### src/rtl/timerio.sv
// Bus-mapped 16-bit interval timer with an 8-bit prescaler, compare/reload and overflow flags.
// Register map at AD[2:0]; DO is a pure function of AD and register state.
module timerio #(
  parameter logic [15:0] CMP_INIT   = 16'hFFFF,
  parameter logic [7:0]  PRESC_INIT = 8'h00
) (
  input  logic       clk,
  input  logic       b_reset,
  input  logic [2:0] AD,
  input  logic [7:0] DI,
  output logic [7:0] DO,
  input  logic       rw,
  input  logic       cs,
  output logic       irq
);

  localparam logic [2:0] ADDR_CTRL  = 3'd0;
  localparam logic [2:0] ADDR_STAT  = 3'd1;
  localparam logic [2:0] ADDR_CNT_H = 3'd2;
  localparam logic [2:0] ADDR_CNT_L = 3'd3;
  localparam logic [2:0] ADDR_CMP_H = 3'd4;
  localparam logic [2:0] ADDR_CMP_L = 3'd5;
  localparam logic [2:0] ADDR_PRESC = 3'd6;

  logic [3:0]  ctrl_q, ctrl_d;
  logic        cmpf_q, cmpf_d;
  logic        ovf_q, ovf_d;
  logic [15:0] cnt_q, cnt_d;
  logic [15:0] cmp_q, cmp_d;
  logic [7:0]  presc_q, presc_d;
  logic [7:0]  pcnt_q, pcnt_d;
  logic [7:0]  wrbuf_q, wrbuf_d;
  logic [7:0]  rdlatch_q, rdlatch_d;

  logic        en, cmpie, ovfie, reload;
  logic        wr_en, rd_cnt_h, cnt_load, stat_wr;
  logic        pcnt_match, tick, cmp_hit, ovf_hit;
  logic [15:0] cnt_inc;

  assign en     = ctrl_q[0];
  assign cmpie  = ctrl_q[1];
  assign ovfie  = ctrl_q[2];
  assign reload = ctrl_q[3];

  always_comb begin
    wr_en      = cs && !rw;
    rd_cnt_h   = cs && rw && (AD == ADDR_CNT_H);
    cnt_load   = wr_en && (AD == ADDR_CNT_L);
    stat_wr    = wr_en && (AD == ADDR_STAT);
    pcnt_match = (pcnt_q == presc_q);
    // A CNT_L load owns the counter this cycle, so the tick is swallowed.
    tick       = en && pcnt_match && !cnt_load;
    cmp_hit    = tick && (cnt_q == cmp_q);
    // Overflow is skipped only when a compare hit at FFFF reloads to zero.
    ovf_hit    = tick && (cnt_q == 16'hFFFF) && !(cmp_hit && reload);
    cnt_inc    = cnt_q + 16'd1;
  end

  always_comb begin
    ctrl_d    = ctrl_q;
    cmp_d     = cmp_q;
    presc_d   = presc_q;
    wrbuf_d   = wrbuf_q;
    rdlatch_d = rdlatch_q;
    cnt_d     = cnt_q;
    pcnt_d    = pcnt_q + 8'd1;

    if (!en || cnt_load || pcnt_match) begin
      pcnt_d = 8'd0;
    end

    if (rd_cnt_h) begin
      rdlatch_d = cnt_q[7:0];
    end

    if (wr_en) begin
      case (AD)
        ADDR_CTRL:  ctrl_d  = DI[3:0];
        ADDR_CNT_H: wrbuf_d = DI;
        ADDR_CMP_H: wrbuf_d = DI;
        ADDR_CMP_L: cmp_d   = {wrbuf_q, DI};
        ADDR_PRESC: presc_d = DI;
        default: ;
      endcase
    end

    if (cnt_load) begin
      cnt_d = {wrbuf_q, DI};
    end else if (tick) begin
      cnt_d = (cmp_hit && reload) ? 16'd0 : cnt_inc;
    end

    // Set events take priority over write-1-to-clear.
    cmpf_d = (cmpf_q && !(stat_wr && DI[0])) || cmp_hit;
    ovf_d  = (ovf_q && !(stat_wr && DI[1])) || ovf_hit;
  end

  always_ff @(posedge clk or negedge b_reset) begin
    if (!b_reset) begin
      ctrl_q    <= 4'h0;
      cmpf_q    <= 1'b0;
      ovf_q     <= 1'b0;
      cnt_q     <= 16'h0000;
      cmp_q     <= CMP_INIT;
      presc_q   <= PRESC_INIT;
      pcnt_q    <= 8'h00;
      wrbuf_q   <= 8'h00;
      rdlatch_q <= 8'h00;
    end else begin
      ctrl_q    <= ctrl_d;
      cmpf_q    <= cmpf_d;
      ovf_q     <= ovf_d;
      cnt_q     <= cnt_d;
      cmp_q     <= cmp_d;
      presc_q   <= presc_d;
      pcnt_q    <= pcnt_d;
      wrbuf_q   <= wrbuf_d;
      rdlatch_q <= rdlatch_d;
    end
  end

  always_comb begin
    DO = 8'h00;
    case (AD)
      ADDR_CTRL:  DO = {4'h0, ctrl_q};
      ADDR_STAT:  DO = {6'h00, ovf_q, cmpf_q};
      ADDR_CNT_H: DO = cnt_q[15:8];
      ADDR_CNT_L: DO = rdlatch_q;
      ADDR_CMP_H: DO = cmp_q[15:8];
      ADDR_CMP_L: DO = cmp_q[7:0];
      ADDR_PRESC: DO = presc_q;
      default:    DO = 8'h00;
    endcase
  end

  assign irq = (cmpf_q && cmpie) || (ovf_q && ovfie);

endmodule

### config.mk
export PLATFORM = sky130hd
export DESIGN_NAME = timerio
export DESIGN_NICKNAME = d
export VERILOG_FILES = /design/src/rtl/timerio.sv
export SDC_FILE = /design/constraint.sdc
export NUM_CORES = 1
export LEC_CHECK = 0
export CORE_MARGIN = 1
export CORE_UTILIZATION = 60
export DETAILED_ROUTE_END_ITERATION = 10
export HOLD_SLACK_MARGIN = 0.03
export PLACE_DENSITY = 0.86
export SLEW_MARGIN = 10
export SYNTH_ARGS = -nofsm -noshare
export SYNTH_HDL_FRONTEND = slang
export SYNTH_SLANG_ARGS = --single-unit
### constraint.sdc
create_clock -name clk -period 3.8 [get_ports clk]
set_clock_uncertainty 0.1 [all_clocks]
set_input_delay 0.38 -clock clk [delete_from_list [all_inputs] [get_ports clk]]
set_output_delay 0.38 -clock clk [all_outputs]
set_load 0.02 [all_outputs]
==> results.md <==
* IO Port Bufs at 23
* Finished Cell Area at 4360 um2
* Worst skew pair latency at 350 ps
* H-tree levels at 3
* Tcrit/Tclk final at 80.7%
* Most frequent cells in the layout: 54 x dfrtp_1, 47 x mux2_2, 29 x nor2_1, 22 x clkdlybuf4s50_1, 18 x nand2_1
* EDFF count, synth at 0
* Area after DPL at 4180 um2
* Setup Fix Bufs, Post-CTS at 0
* RSZ-0062 raised after global routing: false
* Layout overhead on the synthesized area at 11.5%
* Root buffer cell: clkbuf_8
* Synth Cell Area at roughly 3900 um2
* Final hold slack at between 40 and 50 ps
* Pre-antenna DRT Iters at 5
* Post-cts gate resize count at 0
* Commonest non-fill, non-tap cell in the layout: dfrtp_1
* Pwr/cell area at between 600 and 700 nW/um2
* DR WL/cell at roughly 21 um
* WS Path Type: input pin to output pin
* Peak fanout along the critical path at 12
* Die height at just over 80 um
* Cts bufs inserted at 9
* Starting Density at 61.9%
* Post-Syn Nets at 376
* GRT overflow at 0
* Clk slew on worst S/H paths at 80 ps
* Synth top area cells: dfrtp_1 35%, mux2_2 14%, dfstp_2 11%
* Setup violators final at 0
* Routed Wire Length at 9730 um
* Worst-case clock buffer depth at 2
* Setup WS pre-CTS at 772 ps
* CTS Hold Bufs at 0
* Synth Area per Inst at 10.9 um2
* Max Freq at 0.326 GHz
* Max-slew violation count at 0
* Post-route setup slack at 733 ps
* Largest area contributor in the netlist: dfrtp_1
* # rows at 29
* CP Capture Type: output pin
* Warnings, synthesis at 0
* Ant diodes at 0
* Clock sink count at 70
* Peak VDD IR at 0.000488 V
* Worst-Margin Slew at around 880 ps
* GR Util All Layers at 31.4%
* Layout Cells excl Fill at 465
* Placer congestion estimate at 1.00
* Via count at approximately 3000
* Register area share after synthesis at 45.3%
* Class of the worst hold path: input pin to asynchronous set/reset pin
* Final hold violation count at 0
* DIE WIDTH at 82.7 um
* Core footprint at 6310 um2
* WP data arrival at 2590 ps
* WP data required at 3320 ps
* Nets at 400
* Tot Pwr at 2.62 mW
* Cell count after synthesis at 359
* Drt first-iter violations at 329
* First-pass GRT wire length at 15100 um
* Synth Flop Type: dfrtp_1
* Initial antenna violation count at 0
* Largest net degree at the start of global routing at 42
* Max Cap Viol at 0
* Core Util, Final at 69.0%
* CTS tree: built
* Max transition margin at 41.2%
* Antenna Nets Post-Route at 0
* Final min period at 3070 ps
* Library cells used by synthesis at 52
* Detailed Place HPWL at 6980 um
* Vias per cell at 6.61
* Share of layout cells above drive strength 1 at 26.0%
* Synth top area share at roughly 35%
* Flops & latches, synth at 70
* Die area at 6840 um2
* # IOs at 24
* Setup crit start kind: input pin
* DP Cell Count at ~450
* Run status: finished, final reports clean
* FFs w/ async S/R, synth at 100%
* Pleak at roughly 1.8 nW
* Post-route DRC violation count at 0
* Setup TNS at 0 ps
* Vias in the first global route at 2861
-- per-layer routing --
layer	global-route usage, %	share of wire, %
met1	43.6	42
met2	45.2	45
met3	7.80	9.0
met4	16.4	3.8
met5	0	0
-- report_power, final --
part / switching (mW) / internal, mW
Clock: 0.273 / 0.291
Combinational: 0.343 / 0.389
Sequential: 0.325 / 1.00
Total: 0.941 / 1.68
-- synth_stat cells (8+ instances only) --
cell	count
nor2_1	29
nand2_1	18
nand4_1	9
a22oi_1	10
mux2_2	47
xnor2_1	17
dfstp_2	16
o21ai_1	11
mux2i_1	8
a21oi_1	15
dfrtp_1	54
xor2_1	11
nand3_1	12
inv_1	15
-- sequential cells by signal (all words and copies together), names as in the netlist --
name and flops:
ctrl_q 4, cnt_q 16, cmp_q 16, cmpf_q 1, pcnt_q 8, rdlatch_q 8, presc_q 8, ovf_q 1
wrbuf_q 8
-- worst paths after layout --
check | from | endpoint | depth (start not counted) | slack (ps)
max | AD[0] | DO[5] | 6 | 730
min | b_reset | ctrl_q[3] | 1 | 50
max reg2reg | presc_q[7] | cnt_q[12] | 6 | 1440
min reg2reg | rdlatch_q[0] | rdlatch_q[0] | 1 | 410
max in group asynchronous | b_reset | cmp_q[1] | 2 | 2570
min in group clk | rdlatch_q[0] | rdlatch_q[0] | 1 | 410
-- final cells by class --
class | count | area, um2
Fill cell | 468 | 1960
Timing Repair Buffer | 31 | 285
Tap cell | 77 | 96.3
Inverter | 16 | 60.1
Clock inverter | 1 | 5.00
Clock buffer | 15 | 176
Multi-Input combinational cell | 255 | 1960
Sequential cell | 70 | 1770
-- worst max-delay path: stages --
cell and delay, ps:
clkdlybuf4s50_1 810, buf_4 300, mux2i_1 220, nor2_1 60
a221o_1 270, clkdlybuf4s50_1 540
-- kinds of logic after synthesis --
family / after synthesis / synth area share, %
muxes: 56 / 16.2
adders and majority gates: 2 / 0.640
buffers and inverters: 34 / 4.45
xor gates and xnor gates: 30 / 7.39
and+or+nand+nor: 99 / 14.1
AOI/OAI and AO/OA: 68 / 12.0
DFF: 70 / 45.3
Note: power is estimated with default switching activity, not from simulation.
